File: src/rtl/begin_end_stream_ctrl_pkg.sv
// Shared constants and state types for the begin/end block checker.
// Latency: n/a (package only).
// Backpressure: n/a (package only).
package begin_end_stream_ctrl_pkg;

  localparam logic [7:0] CH_SPACE  = 8'h20;
  localparam logic [7:0] CH_NUL    = 8'h00;
  localparam logic [7:0] CASE_MASK = 8'h20;

  // lowercase keyword letters, compared after OR-ing in CASE_MASK
  localparam logic [7:0] CH_B = 8'h62;
  localparam logic [7:0] CH_D = 8'h64;
  localparam logic [7:0] CH_E = 8'h65;
  localparam logic [7:0] CH_G = 8'h67;
  localparam logic [7:0] CH_I = 8'h69;
  localparam logic [7:0] CH_N = 8'h6e;
  localparam logic [7:0] CH_LA = 8'h61;
  localparam logic [7:0] CH_LZ = 8'h7a;

  typedef enum logic [3:0] {
    M_START, M_B, M_BE, M_BEG, M_BEGI, M_BEGIN, M_E, M_EN, M_END, M_OTHER
  } m_state_t;

  typedef enum logic [2:0] {
    SQ_IDLE, SQ_S0, SQ_S1, SQ_S2, SQ_S3
  } seq_state_t;

  // ASCII letter test; folding case first keeps it to one range check
  function automatic logic is_letter(input logic [7:0] b);
    logic [7:0] lc;
    lc = b | CASE_MASK;
    return (lc >= CH_LA) && (lc <= CH_LZ);
  endfunction

endpackage

File: src/rtl/begin_end_stream_ctrl_kw_matcher.sv
// Keyword matcher: recognises "begin"/"end" tokens one byte at a time.
// Latency: state registered per byte; commit/pending flags are combinational on the current byte.
// Backpressure: none; consumes a byte whenever byte_vld is high.
module begin_end_stream_ctrl_kw_matcher
  import begin_end_stream_ctrl_pkg::*;
(
  input  logic       clk,
  input  logic       reset,
  input  logic       byte_vld,
  input  logic [7:0] byte_dat,
  output logic       skip,
  output logic       commit_begin,
  output logic       commit_end,
  output logic       pend_begin,
  output logic       pend_end
);

  m_state_t   state, state_next;
  logic [7:0] lc;

  // matcher state register
  always_ff @(posedge clk or posedge reset) begin
    if (reset) state <= M_START;
    else       state <= state_next;
  end

  // next-state: walk the keyword trie; anything off-path parks in OTHER until a delimiter
  always_comb begin
    state_next   = state;
    skip         = 1'b0;
    commit_begin = 1'b0;
    commit_end   = 1'b0;
    lc           = byte_dat | CASE_MASK;
    if (byte_vld) begin
      if (byte_dat == CH_NUL) begin
        skip = 1'b1;
      end else if (byte_dat == CH_SPACE) begin
        commit_begin = (state == M_BEGIN);
        commit_end   = (state == M_END);
        state_next   = M_START;
      end else if (is_letter(byte_dat)) begin
        state_next = M_OTHER;
        case (state)
          M_START: begin
            if (lc == CH_B)      state_next = M_B;
            else if (lc == CH_E) state_next = M_E;
          end
          M_B:    if (lc == CH_E) state_next = M_BE;
          M_BE:   if (lc == CH_G) state_next = M_BEG;
          M_BEG:  if (lc == CH_I) state_next = M_BEGI;
          M_BEGI: if (lc == CH_N) state_next = M_BEGIN;
          M_E:    if (lc == CH_N) state_next = M_EN;
          M_EN:   if (lc == CH_D) state_next = M_END;
          default: state_next = M_OTHER;
        endcase
      end else begin
        state_next = M_OTHER;
      end
    end
  end

  // a keyword completed by this byte but not yet delimited still counts toward result
  assign pend_begin = (state_next == M_BEGIN);
  assign pend_end   = (state_next == M_END);

endmodule

File: src/rtl/begin_end_stream_ctrl.sv
// Begin/end stream checker: serialises 32-bit words bytewise, tracks nesting depth, reports balance.
// Latency: 5 cycles from word accept to result/error reflecting the word's last byte.
// Backpressure: in_ready high only in IDLE or on the last byte slot, so one word per 4 cycles.
module begin_end_stream_ctrl
  import begin_end_stream_ctrl_pkg::*;
#(
  parameter int DEPTH_W = 16
) (
  input  logic        clk,
  input  logic        reset,
  input  logic        in_valid,
  input  logic [31:0] in_word,
  output logic        in_ready,
  output logic        busy,
  output logic        result,
  output logic        error
);

  seq_state_t         state, state_next;
  logic [31:0]        word_q;
  logic [7:0]         cur_byte;
  logic               proc;
  logic               accept;
  logic               skip, commit_begin, commit_end, pend_begin, pend_end;
  logic [DEPTH_W-1:0] depth, depth_next;
  logic [DEPTH_W:0]   eff;
  logic               error_next, result_next;

  // sequencer state register
  always_ff @(posedge clk or posedge reset) begin
    if (reset) state <= SQ_IDLE;
    else       state <= state_next;
  end

  // sequencer next-state and handshake outputs
  always_comb begin
    state_next = state;
    in_ready   = 1'b0;
    busy       = 1'b1;
    cur_byte   = CH_NUL;
    case (state)
      SQ_IDLE: begin
        in_ready = 1'b1;
        busy     = 1'b0;
        if (in_valid) state_next = SQ_S0;
      end
      SQ_S0: begin cur_byte = word_q[31:24]; state_next = SQ_S1; end
      SQ_S1: begin cur_byte = word_q[23:16]; state_next = SQ_S2; end
      SQ_S2: begin cur_byte = word_q[15:8];  state_next = SQ_S3; end
      SQ_S3: begin
        cur_byte   = word_q[7:0];
        in_ready   = 1'b1;
        state_next = in_valid ? SQ_S0 : SQ_IDLE;
      end
      default: begin
        busy       = 1'b0;
        state_next = SQ_IDLE;
      end
    endcase
  end

  assign accept = in_valid && in_ready;
  assign proc   = busy;

  // capture the word on accept; bytes are taken from this copy during S0..S3
  always_ff @(posedge clk or posedge reset) begin
    if (reset)       word_q <= '0;
    else if (accept) word_q <= in_word;
  end

  begin_end_stream_ctrl_kw_matcher u_matcher (
    .clk          (clk),
    .reset        (reset),
    .byte_vld     (proc),
    .byte_dat     (cur_byte),
    .skip         (skip),
    .commit_begin (commit_begin),
    .commit_end   (commit_end),
    .pend_begin   (pend_begin),
    .pend_end     (pend_end)
  );

  // depth/error update and balance evaluation; depth freezes once error is set
  always_comb begin
    depth_next  = depth;
    error_next  = error;
    result_next = result;
    eff         = {1'b0, depth};
    if (proc && !skip) begin
      if (!error) begin
        if (commit_begin) begin
          if (&depth) error_next = 1'b1;
          else        depth_next = depth + DEPTH_W'(1);
        end else if (commit_end) begin
          if (depth == '0) error_next = 1'b1;
          else             depth_next = depth - DEPTH_W'(1);
        end
      end
      // one extra bit so a pending "begin" at full depth never wraps to zero
      eff = {1'b0, depth_next};
      if (pend_begin)    eff = {1'b0, depth_next} + {{DEPTH_W{1'b0}}, 1'b1};
      else if (pend_end) eff = {1'b0, depth_next} - {{DEPTH_W{1'b0}}, 1'b1};
      result_next = !error_next && (eff == '0) && !(pend_end && (depth_next == '0));
    end
  end

  // commit depth, sticky error and registered result
  always_ff @(posedge clk or posedge reset) begin
    if (reset) begin
      depth  <= '0;
      error  <= 1'b0;
      result <= 1'b1;
    end else begin
      depth  <= depth_next;
      error  <= error_next;
      result <= result_next;
    end
  end

endmodule
File: config.mk
export PLATFORM = sky130hd
export DESIGN_NAME = begin_end_stream_ctrl
export DESIGN_NICKNAME = d
export VERILOG_FILES = /design/src/rtl/begin_end_stream_ctrl_pkg.sv /design/src/rtl/begin_end_stream_ctrl_kw_matcher.sv /design/src/rtl/begin_end_stream_ctrl.sv
export SDC_FILE = /design/constraint.sdc
export NUM_CORES = 1
export LEC_CHECK = 0
export CAP_MARGIN = 20
export CORE_MARGIN = 1.5
export CORE_UTILIZATION = 64
export CTS_CLUSTER_DIAMETER = 200
export DETAILED_ROUTE_END_ITERATION = 16
export MAX_ROUTING_LAYER = met4
export PLACE_DENSITY = 0.87
export RECOVER_POWER = 50
export SLEW_MARGIN = 20
export SYNTH_ARGS = -nofsm -noshare
export SYNTH_HDL_FRONTEND = slang
export SYNTH_SLANG_ARGS = --single-unit
File: constraint.sdc
create_clock -name clk -period 10.7 [get_ports clk]
set_clock_uncertainty 0.1 [all_clocks]
set_input_delay 2.14 -clock clk [delete_from_list [all_inputs] [get_ports clk]]
set_output_delay 2.14 -clock clk [all_outputs]
set_load 0.01 [all_outputs]
==> implementation parameters, run 1 <==
Parameter                              Value

Place
  Count of port buffers added during placement    38
  Post-DP HPWL    9710 um
  Routability congestion estimate from global placement    1.05

Timing
  Slew @ Worst Pin    3.07 ns
  Number of setup violations in the final report    0
  Final hold viol count    0
  Slew Limit Fails    58
  Relative slew slack    -105%
  Peak Freq    0.181 GHz
  Final hold slack    0.401 ns
  Final critical-path required period    5.53 ns
  Final worst-path cycle share    51.6%
  Setup repair after global routing missed its margin    false
  Total negative slack    0 ns

Synthesis
  Prevailing post-synth register cell    sky130_fd_sc_hd__dfrtp_1
  Number of warnings issued by yosys    0
  Number of synthesized register bits    57
  Count of cell types in the netlist    90
  Sequential area share after synthesis    31.3%
  Average instance area after synthesis    9.35 um^2
  Proportion of netlist area held by the largest area contributor    30.7%
  Largest cells by area after synthesis    sky130_fd_sc_hd__dfrtp_1, sky130_fd_sc_hd__mux2_2, sky130_fd_sc_hd__nand4_1
  Cell taking the most area after synthesis    sky130_fd_sc_hd__dfrtp_1
  Async S/R FF share, synth    100%
  Post-synthesis cell area    0.00456 mm^2
  Number of standard cells after synthesis    488
  Synthesized Nets    528
  Number of enable flip-flop cells after synthesis    0

Drt
  Wire length reported by the detailed router    13200 um
  1st-pass router iterations    6
  Detailed-route wire length per cell    21.5 um
  DRC    0
  Antenna-violating nets left    0
  Detailed-route via count    4356
  Number of vias per cell after detailed routing    7.09
  DR iter-0 viols    474

Clock network
  CTS sink count    57
  Cts repair resizes    0
  Clock insertion delay at the later pin of the skew report    0.35 ns
  Clock slew at the register clock pins of the worst setup and hold paths    0.08 ns
  Post-CTS setup-driven buffer insertion count    0
  Clock root buffer    sky130_fd_sc_hd__clkbuf_8
  H-tree levels    3
  Max Root-Sink Buffers    2
  Number of CTS-inserted buffers    9
  Clock tree from TritonCTS    built
  Cts-stage hold buffer count    0

Final layout
  Most common library cell in the layout ignoring fill and taps    sky130_fd_sc_hd__dfrtp_1
  Antenna diode instance count    0
  Synthesis-to-layout area growth    12.6%
  Final-stage net count    553
  Layout cells sized above 1    20.1%
  Top library cells by usage in the layout, fill and taps aside    sky130_fd_sc_hd__dfrtp_1, sky130_fd_sc_hd__clkdlybuf4s50_1, sky130_fd_sc_hd__mux2_2, sky130_fd_sc_hd__nor2_1, sky130_fd_sc_hd__nand2_1

Outcome
  Outcome    complete, but fails checks
  Failing checks    max-capacitance violations, max-slew violations

Pwr
  Leak    1.94 nW
  Cell internal pwr    0.742 mW
  Power per cell area    267 mW/mm^2
  Switching Share    46.0%
  Worst voltage drop across the vdd grid    0.180 mV
  Logic pwr share    56.4%
  Reg power frac    26.4%
  Clock network fraction of design power    17.2%
  Switching component of the power    0.632 mW

Critical path
  Category of cells accounting for the largest share of critical-path delay    simple AND/OR/NAND/NOR gates
  Critical path's largest stage delay    0.94 ns
  CP cell instances    nor2b_1, a32oi_2, a221oi_1, nand4_2, a221oi_4, a41oi_2, nor4bb_2, buf_4, nand4_1, nor3_2, xor2_1, or3b_2, o21ai_0, a22o_1
  Arrival time of data at the critical path endpoint    5.72 ns
  Critical path class    reg -> reg
  Start of the worst register-to-register path    state[1]$_DFFE_PP0P_
  Worst reg-to-reg path cell count    14
  Start point of the critical path    state[1]$_DFFE_PP0P_
  Setup slack on the worst flop-to-flop path    5.17 ns
  CP startpoint kind    flop
  Standard cell with the maximum stage delay on the critical path    sky130_fd_sc_hd__a221oi_1
  Total stage count of the critical path    14
  Largest fanout on the critical path    16
  Critical path capture point type    flop
  Last element of the critical path    result$_DFFE_PP1P_
  Buf/Inv on CP    1
  Critical Path RT    10.89 ns
  Terminus of the critical flop-to-flop path    result$_DFFE_PP1P_

Die
  DIE WIDTH    87.5 um
  Die height    87.5 um
  Die area    0.00765 mm^2
  Cell Rows    30
  CORE AREA    0.00683 mm^2
  Initial standard-cell utilization of the core    66.8%
  Boundary pin count    39

GRT
  Number of global-route vias before repair    4122
  Global route total overflow    0
  First-pass GRT wire length    21400 um
  All-Layer GR Usage    37.7%
  Number of antenna violations at the first check in global routing    0
  Pin count of the biggest net entering global routing    58

Hold path
  Hold Crit Class    reg -> reg

Flow run
  # Max-Cap Violations    1
## cells by family (layout without fill, tap and decap cells)
logic type	after synthesis	count (layout)	share of synthesized area [%]
and+or+nand+nor	220	220	30.1
buffers and inverters	45	75	4.55
muxes	38	38	9.24
xor gates and xnor gates	18	18	3.95
adders and majority gates	5	5	1.37
DFF	57	57	31.3
AOI/OAI and AO/OA	105	105	19.5
## flip-flops by register name (all words and copies together), names as in the netlist
register         flops
depth               16
error                1
result               1
state                3
u_matcher.state      4
word_q              32
## how the worst min path moves through the flow
stage / slack, ns / startpoint / cells past startpoint / end
after floorplan: 0.37 / word_q[15]$_DFFE_PP0P_ / 1 / word_q[15]$_DFFE_PP0P_
after global placement: 0.38 / word_q[4]$_DFFE_PP0P_ / 1 / word_q[4]$_DFFE_PP0P_
after detailed placement: 0.39 / word_q[15]$_DFFE_PP0P_ / 1 / word_q[15]$_DFFE_PP0P_
after CTS: 0.40 / word_q[15]$_DFFE_PP0P_ / 1 / word_q[15]$_DFFE_PP0P_
after global routing: 0.44 / word_q[30]$_DFFE_PP0P_ / 1 / word_q[30]$_DFFE_PP0P_
final: 0.40 / word_q[15]$_DFFE_PP0P_ / 1 / word_q[15]$_DFFE_PP0P_
## stage by stage
step           utilization, %  worst slack (ns)  total power [mW]  area, um^2  cells
3_3_place_gp             72.5              6.03              1.11        4950    598
2_1_floorplan               -              6.56             0.963        4560    488
6_report                 75.2              5.17              1.37        5140    614
5_1_grt                  75.2              4.85              1.44        5140    614
3_5_place_dp             72.5              5.88              1.13        4950    598
4_1_cts                  75.8              5.83              1.37        5180    614
## Yosys cell counts (6+ instances only)
library cell / count
sky130_fd_sc_hd__clkbuf_1: 12
sky130_fd_sc_hd__nor3_1: 20
sky130_fd_sc_hd__nor4b_1: 6
sky130_fd_sc_hd__nor2_1: 29
sky130_fd_sc_hd__nand2_1: 28
sky130_fd_sc_hd__a21oi_1: 12
sky130_fd_sc_hd__a211oi_1: 9
sky130_fd_sc_hd__dfrtp_1: 56
sky130_fd_sc_hd__inv_1: 17
sky130_fd_sc_hd__and2_1: 6
sky130_fd_sc_hd__mux2_2: 33
sky130_fd_sc_hd__nand3_1: 19
sky130_fd_sc_hd__or2_2: 6
sky130_fd_sc_hd__nand4_1: 25
sky130_fd_sc_hd__buf_2: 7
sky130_fd_sc_hd__and2b_2: 7
sky130_fd_sc_hd__nor4_1: 17
sky130_fd_sc_hd__and3_1: 7
sky130_fd_sc_hd__xnor2_1: 11
sky130_fd_sc_hd__o21ai_0: 17
sky130_fd_sc_hd__nand2b_1: 6
## power groups by stage
stage               Sequential, mW  Clock (mW)  Combinational (mW)
floorplan                    0.329           0               0.634
global placement             0.358           0               0.750
detailed placement           0.364           0               0.763
CTS                          0.360       0.237               0.773
global route                 0.370       0.246               0.828
finish                       0.362       0.236               0.776
## metal layers
metal | global-route usage [%] | routed length (um)
met2 | 55.0 | 5900
met4 | 12.7 | 431
met5 | - | 0
met1 | 51.9 | 5620
met3 | 8.25 | 1270
## final cells by class
cell class | count | area, um^2
clock buffer | 9 | 124
clock inverter | 7 | 101
fill | 499 | 1690
inverter | 18 | 67.6
multi-input combinational | 386 | 2900
sequential | 57 | 1430
tap | 96 | 120
timing repair buffer | 41 | 399
No activity file was read; power rests on OpenSTA's default activity.
==> run 2: changes to the inputs <==
- CORE_UTILIZATION: 64 -> 59
- PLACE_DENSITY: 0.87 -> 0.81
- clock period: 10.7 -> 5.6 ns (I/O delays scaled with it)
==> run 2 against run 1 <==
Effect of this change: the flow still finishes with violations (max-capacitance violations, max-slew violations); sequential share of layout area is essentially flat; clock power grew 52%; first-iteration DRC count grew 8.4%; fmax grew 14%; critical path type unchanged; critical endpoint unchanged; largest cell class unchanged; largest power group unchanged; highest routed layer unchanged.
==> implementation parameters, run 2 (synthesis results as in run 1) <==
Parameter                              Value

Die
  Die height    91.0 um (was 87.5 um)
  Die area    0.00827 mm^2 (was 0.00765 mm^2)
  Initial standard-cell utilization of the core    61.9% (was 66.8%)
  CORE AREA    0.00737 mm^2 (was 0.00683 mm^2)
  DIE WIDTH    91.0 um (was 87.5 um)
  Boundary pin count    39 (unchanged)
  Cell Rows    31 (was 30)

Final layout
  Synthesis-to-layout area growth    12.7% (was 12.6%)
  Registers with the most flip-flops    word_q: 32 flops, depth: 16 flops, u_matcher.state: 4 flops (unchanged)
  Most common library cell in the layout ignoring fill and taps    sky130_fd_sc_hd__dfrtp_1 (unchanged)
  Area of all placed cells without fillers    0.00514 mm^2 (about the same)
  Final-stage net count    554 (was 553)
  Fillers    586 (was 499)
  Number of flip-flops in the largest register    32 (unchanged)
  Top library cells by usage in the layout, fill and taps aside    sky130_fd_sc_hd__dfrtp_1, sky130_fd_sc_hd__clkdlybuf4s50_1, sky130_fd_sc_hd__mux2_2, sky130_fd_sc_hd__nor2_1, sky130_fd_sc_hd__nand2_1 (unchanged)
  Largest register by flop count    word_q (unchanged)
  Antenna diode instance count    0 (unchanged)
  Layout cells sized above 1    20.8% (was 20.1%)

Clock network
  Clock insertion delay at the later pin of the skew report    0.36 ns (was 0.35 ns)
  Cts-stage hold buffer count    0 (unchanged)
  CTS sink count    57 (unchanged)
  Max Root-Sink Buffers    2 (unchanged)
  Post-CTS setup-driven buffer insertion count    0 (unchanged)
  Cts repair resizes    0 (unchanged)
  Clock root buffer    sky130_fd_sc_hd__clkbuf_8 (unchanged)
  H-tree levels    3 (unchanged)
  Clock slew at the register clock pins of the worst setup and hold paths    0.07 ns (was 0.08 ns)
  Clock tree from TritonCTS    built (unchanged)
  Number of CTS-inserted buffers    9 (unchanged)

Critical path
  Last element of the critical path    result$_DFFE_PP1P_ (unchanged)
  Start of the worst register-to-register path    state[1]$_DFFE_PP0P_ (unchanged)
  Critical path class    reg -> reg (unchanged)
  Largest fanout on the critical path    12 (was 16)
  Worst reg-to-reg path cell count    13 (was 14)
  Setup slack on the worst flop-to-flop path    0.77 ns (was 5.17 ns)
  Terminus of the critical flop-to-flop path    result$_DFFE_PP1P_ (unchanged)
  Critical Path RT    5.80 ns (was 10.89 ns)
  Arrival time of data at the critical path endpoint    5.03 ns (was 5.72 ns)
  Critical path capture point type    flop (unchanged)
  CP startpoint kind    flop (unchanged)
  Start point of the critical path    state[1]$_DFFE_PP0P_ (unchanged)

GRT
  Number of antenna violations at the first check in global routing    0 (unchanged)
  Pin count of the biggest net entering global routing    58 (unchanged)
  All-Layer GR Usage    33.1% (was 37.7%)
  Number of global-route vias before repair    3911 (was 4122)
  First-pass GRT wire length    20800 um (was 21400 um)
  Global route total overflow    0 (unchanged)

Timing
  Relative slew slack    -103% (was -105%)
  Final hold viol count    0 (unchanged)
  Slew @ Worst Pin    3.05 ns (was 3.07 ns)
  Total negative slack    0 ns (unchanged)
  Final worst-path cycle share    86.2% (was 51.6%)
  Final critical-path required period    4.83 ns (was 5.53 ns)
  Slew Limit Fails    58 (unchanged)
  Peak Freq    0.207 GHz (was 0.181 GHz)
  Setup repair after global routing missed its margin    false (unchanged)
  Number of setup violations in the final report    0 (unchanged)

Drt
  Met2 Routed Length    5680 um (was 5900 um)
  1st-pass router iterations    6 (unchanged)
  Max layer used    met4 (unchanged)
  Detailed-route via count    4248 (was 4356)
  Detailed-route wire length per cell    21.1 um (was 21.5 um)
  Routed met1 length    5750 um (was 5620 um)
  Number of vias per cell after detailed routing    6.87 (was 7.09)
  Antenna-violating nets left    0 (unchanged)
  DRC    0 (unchanged)
  DR iter-0 viols    514 (was 474)
  Detailed-routed wire length on met3    1390 um (was 1270 um)
  Wire length reported by the detailed router    13000 um (was 13200 um)

Outcome
  Outcome    complete, but fails checks (unchanged)
  Failing checks    max-capacitance violations, max-slew violations (unchanged)

Place
  Post-DP HPWL    9690 um (was 9710 um)
  Placed inst area    0.00496 mm^2 (was 0.00495 mm^2)
  Routability congestion estimate from global placement    1.01 (was 1.05)
  Count of port buffers added during placement    38 (unchanged)

Hold path
  Hold Crit Class    reg -> reg (unchanged)

Pwr
  Worst voltage drop across the vdd grid    0.284 mV (was 0.180 mV)
  Power consumption    2.55 mW (was 1.37 mW)
  Leak    1.94 nW (about the same)
  Power per cell area    497 mW/mm^2 (was 267 mW/mm^2)

Flow run
  # Max-Cap Violations    1 (unchanged)
-- run 2: final cells by class --
| cell class | instances | area [um^2] | area share, % |
|---|---|---|---|
| Inverter | 18 | 67.6 | 1.31 |
| Multi-Input combinational cell | 386 | 2940 | 57.1 |
| Clock inverter | 6 | 43.8 | 0.852 |
| Timing Repair Buffer | 42 | 407 | 7.91 |
| Sequential cell | 57 | 1430 | 27.8 |
| Clock buffer | 10 | 138 | 2.68 |
| Tap cell | 99 | 124 | 2.41 |
-- run 2: worst min-delay path by stage --
stage	startpoint	end	slack, ns	depth (start not counted)
floorplan	word_q[15]$_DFFE_PP0P_	word_q[15]$_DFFE_PP0P_	0.37	1
finish	word_q[12]$_DFFE_PP0P_	word_q[12]$_DFFE_PP0P_	0.41	1
global placement	word_q[15]$_DFFE_PP0P_	word_q[15]$_DFFE_PP0P_	0.38	1
CTS	word_q[9]$_DFFE_PP0P_	word_q[9]$_DFFE_PP0P_	0.41	1
detailed placement	word_q[9]$_DFFE_PP0P_	word_q[9]$_DFFE_PP0P_	0.40	1
global route	word_q[12]$_DFFE_PP0P_	word_q[12]$_DFFE_PP0P_	0.42	1
-- run 2: metal layers --
layer  GRT usage, %  up-vias
met5              -        -
met4           9.24        0
met3           7.62       31
met2           46.8      241
met1           47.2     2046
li1               -     1930
-- run 2: metrics by stage --
step | utilization, % | worst slack, ns | hold slack, ns | instances
after floorplan | - | 1.46 | 0.372 | 488
after global placement | 67.4 | 0.937 | 0.382 | 602
after detailed placement | 67.4 | 0.916 | 0.397 | 602
after CTS | 69.8 | 0.901 | 0.414 | 618
after global routing | 69.8 | 0.468 | 0.425 | 618
final | 69.8 | 0.770 | 0.412 | 618
-- run 2: worst max-delay path, cell delays in order, from the launching register on --
cell and delay, ns:
sky130_fd_sc_hd__dfrtp_1 0.50, sky130_fd_sc_hd__nor2b_1 0.52, sky130_fd_sc_hd__a32oi_1 0.29, sky130_fd_sc_hd__and2_4 0.23, sky130_fd_sc_hd__and3_1 0.32, sky130_fd_sc_hd__and4_1 0.24, sky130_fd_sc_hd__or4_4 0.56, sky130_fd_sc_hd__nor4b_4 0.58
sky130_fd_sc_hd__nand4_2 0.33, sky130_fd_sc_hd__o32ai_2 0.27, sky130_fd_sc_hd__o21ai_0 0.16, sky130_fd_sc_hd__nor4b_2 0.19, sky130_fd_sc_hd__nor4_1 0.30, sky130_fd_sc_hd__a22o_1 0.17
-- run 2: power breakdown --
part / internal [mW] / switching, mW / total, mW
clock network: 0.172 / 0.187 / 0.359
registers: 0.554 / 0.136 / 0.691
logic: 0.631 / 0.874 / 1.50
==> run 3: changes to the inputs <==
- MAX_ROUTING_LAYER: met4 -> default
==> run 3 against run 2 <==
Effect of this change: cell count up 0.16%; register-to-register slack worse by 0.17 ns; highest routed layer unchanged; via count down 0.75%; sequential cell count unchanged; the flow still finishes with violations (max-capacitance violations, max-slew violations); design area up 1.0%.
==> implementation parameters, run 3 (synthesis results as in run 1) <==
Parameter                              Value

Clock network
  Number of CTS-inserted buffers    9 (unchanged)
  Clock root buffer    sky130_fd_sc_hd__clkbuf_8 (unchanged)
  Clock slew at the register clock pins of the worst setup and hold paths    0.08 ns (was 0.07 ns)
  Post-CTS setup-driven buffer insertion count    0 (unchanged)
  Clock tree from TritonCTS    built (unchanged)
  CTS sink count    57 (unchanged)
  Cts-stage hold buffer count    0 (unchanged)
  H-tree levels    3 (unchanged)
  Clock insertion delay at the later pin of the skew report    0.35 ns (was 0.36 ns)
  Max Root-Sink Buffers    2 (unchanged)
  Cts repair resizes    0 (unchanged)

Die
  Cell Rows    31 (unchanged)
  Initial standard-cell utilization of the core    61.9% (unchanged)
  Die area    0.00827 mm^2 (unchanged)
  Boundary pin count    39 (unchanged)
  DIE WIDTH    91.0 um (unchanged)
  Die height    91.0 um (unchanged)
  CORE AREA    0.00737 mm^2 (unchanged)

Timing
  Slew Limit Fails    58 (unchanged)
  Number of setup violations in the final report    0 (unchanged)
  Total negative slack    0 ns (unchanged)
  Relative slew slack    -105% (was -103%)
  Peak Freq    0.200 GHz (was 0.207 GHz)
  Final critical-path required period    5.00 ns (was 4.83 ns)
  Min setup slack post-route    0.601 ns (was 0.770 ns)
  Final hold viol count    0 (unchanged)
  Setup repair after global routing missed its margin    false (unchanged)
  Final worst-path cycle share    89.3% (was 86.2%)
  Final hold slack    0.414 ns (was 0.412 ns)
  Slew @ Worst Pin    3.07 ns (was 3.05 ns)

Outcome
  Failing checks    max-capacitance violations, max-slew violations (unchanged)
  Outcome    complete, but fails checks (unchanged)

Critical path
  Setup slack on the worst flop-to-flop path    0.60 ns (was 0.77 ns)
  CP startpoint kind    flop (unchanged)
  Last element of the critical path    result$_DFFE_PP1P_ (unchanged)
  Start of the worst register-to-register path    state[1]$_DFFE_PP0P_ (unchanged)
  Critical Path RT    5.79 ns (was 5.80 ns)
  Terminus of the critical flop-to-flop path    result$_DFFE_PP1P_ (unchanged)
  Critical path capture point type    flop (unchanged)
  Critical path class    reg -> reg (unchanged)
  Critical path's largest stage delay    0.68 ns (was 0.58 ns)
  CP cell instances    nor2b_1, a32oi_1, a21boi_2, nand3b_1, a211oi_2, xnor2_2, inv_1, nor4_1, nand4_1, nor3_1, or3_1, o2111ai_1, nor4_1, a22o_1 (was nor2b_1, a32oi_1, and2_4, and3_1, and4_1, or4_4, nor4b_4, nand4_2, o32ai_2, o21ai_0, nor4b_2, nor4_1, a22o_1)
  Largest fanout on the critical path    10 (was 12)
  Crit path top cell by count    sky130_fd_sc_hd__nor4_1
  Standard cell with the maximum stage delay on the critical path    sky130_fd_sc_hd__nor4_1 (was sky130_fd_sc_hd__nor4b_4)
  Start point of the critical path    state[1]$_DFFE_PP0P_ (unchanged)
  Arrival time of data at the critical path endpoint    5.19 ns (was 5.03 ns)
  Worst reg-to-reg path cell count    14 (was 13)

Final layout
  Largest register by flop count    word_q (unchanged)
  End-of-flow core utilization    70.5% (was 69.8%)
  Most common library cell in the layout ignoring fill and taps    sky130_fd_sc_hd__dfrtp_1 (unchanged)
  Number of flip-flops in the largest register    32 (unchanged)
  Antenna diode instance count    0 (unchanged)
  Layout cells sized above 1    21.0% (was 20.8%)
  Final standard cell count with taps included and fillers excluded    619 (was 618)
  Top library cells by usage in the layout, fill and taps aside    sky130_fd_sc_hd__dfrtp_1, sky130_fd_sc_hd__clkdlybuf4s50_1, sky130_fd_sc_hd__mux2_2, sky130_fd_sc_hd__nor2_1, sky130_fd_sc_hd__nand2_1 (unchanged)
  Synthesis-to-layout area growth    13.8% (was 12.7%)
  Registers with the most flip-flops    word_q: 32 flops, depth: 16 flops, u_matcher.state: 4 flops (unchanged)
  Area of all placed cells without fillers    0.00520 mm^2 (was 0.00514 mm^2)
  Final-stage net count    555 (was 554)

Place
  Routability congestion estimate from global placement    0.948 (was 1.01)
  Placed insts    603 (was 602)
  Placed inst area    0.00497 mm^2 (was 0.00496 mm^2)
  Count of port buffers added during placement    38 (unchanged)
  Post-DP HPWL    9520 um (was 9690 um)
  Placement-stage worst setup slack    0.723 ns (was 0.916 ns)

GRT
  Number of antenna violations at the first check in global routing    0 (unchanged)
  Pin count of the biggest net entering global routing    58 (unchanged)
  All-Layer GR Usage    32.1% (was 33.1%)
  Global route total overflow    0 (unchanged)
  First-pass GRT wire length    20900 um (was 20800 um)
  Number of global-route vias before repair    3917 (was 3911)

Pwr
  Power consumption    2.66 mW (was 2.55 mW)
  Leak    1.98 nW (was 1.94 nW)
  Worst voltage drop across the vdd grid    0.328 mV (was 0.284 mV)
  Power per cell area    512 mW/mm^2 (was 497 mW/mm^2)

Drt
  Wire length reported by the detailed router    12800 um (was 13000 um)
  DR iter-0 viols    479 (was 514)
  Number of vias per cell after detailed routing    6.81 (was 6.87)
  Antenna-violating nets left    0 (unchanged)
  1st-pass router iterations    5 (was 6)
  DRC    0 (unchanged)
  Detailed-route via count    4216 (was 4248)
  Detailed-route wire length per cell    20.7 um (was 21.1 um)

Hold path
  Hold Crit Class    reg -> reg (unchanged)

Flow run
  # Max-Cap Violations    1 (unchanged)
run 3: cell count changes in the layout (fill, tap and decap cells not counted):
cell | before | now
sky130_fd_sc_hd__buf_4 | 3 | 4
sky130_fd_sc_hd__bufinv_16 | 0 | 2
sky130_fd_sc_hd__clkinvlp_4 | 4 | 1
sky130_fd_sc_hd__inv_6 | 0 | 1
run 3: worst min-delay path by stage:
stage	startpoint	endpoint	slack, ns	cells after the start
CTS	word_q[31]$_DFFE_PP0P_	word_q[31]$_DFFE_PP0P_	0.42	1
global route	word_q[15]$_DFFE_PP0P_	word_q[15]$_DFFE_PP0P_	0.43	1
floorplan	word_q[15]$_DFFE_PP0P_	word_q[15]$_DFFE_PP0P_	0.37	1
detailed placement	word_q[28]$_DFFE_PP0P_	word_q[28]$_DFFE_PP0P_	0.40	1
global placement	word_q[7]$_DFFE_PP0P_	word_q[7]$_DFFE_PP0P_	0.38	1
finish	word_q[31]$_DFFE_PP0P_	word_q[31]$_DFFE_PP0P_	0.41	1
run 3: area by class of cell:
type,instances,area [um^2]
multi-input cells,386,2940
fillers,558,2170
flip-flops and latches,57,1430
repair buffers,43,414
clock buffers,10,138
well taps,99,124
clock inverters,6,90.1
inverters,18,67.6
run 3: metal layers:
| layer | track usage (%) | vias to the layer above | part of all wire [%] |
|---|---|---|---|
| met5 | 0 | - | 0 |
| met4 | 10.3 | 0 | 1.8 |
| met3 | 5.03 | 28 | 9.9 |
| met2 | 45.8 | 247 | 43 |
| met1 | 49.2 | 2006 | 45 |
| li1 | - | 1935 | - |
run 3: where the power goes:
part | internal (mW) | switching, mW | total [mW]
Sequential | 0.554 | 0.134 | 0.688
Clock | 0.264 | 0.191 | 0.455
Combinational | 0.631 | 0.887 | 1.52
Total | 1.45 | 1.21 | 2.66
run 3: critical path: cells and delay by family (launching register included):
kind	cells	cell delay, ns
simple gates	7	2.53
compound gates	5	1.40
flops	1	0.51
xor+xnor	1	0.23
buf+inv	1	0.17
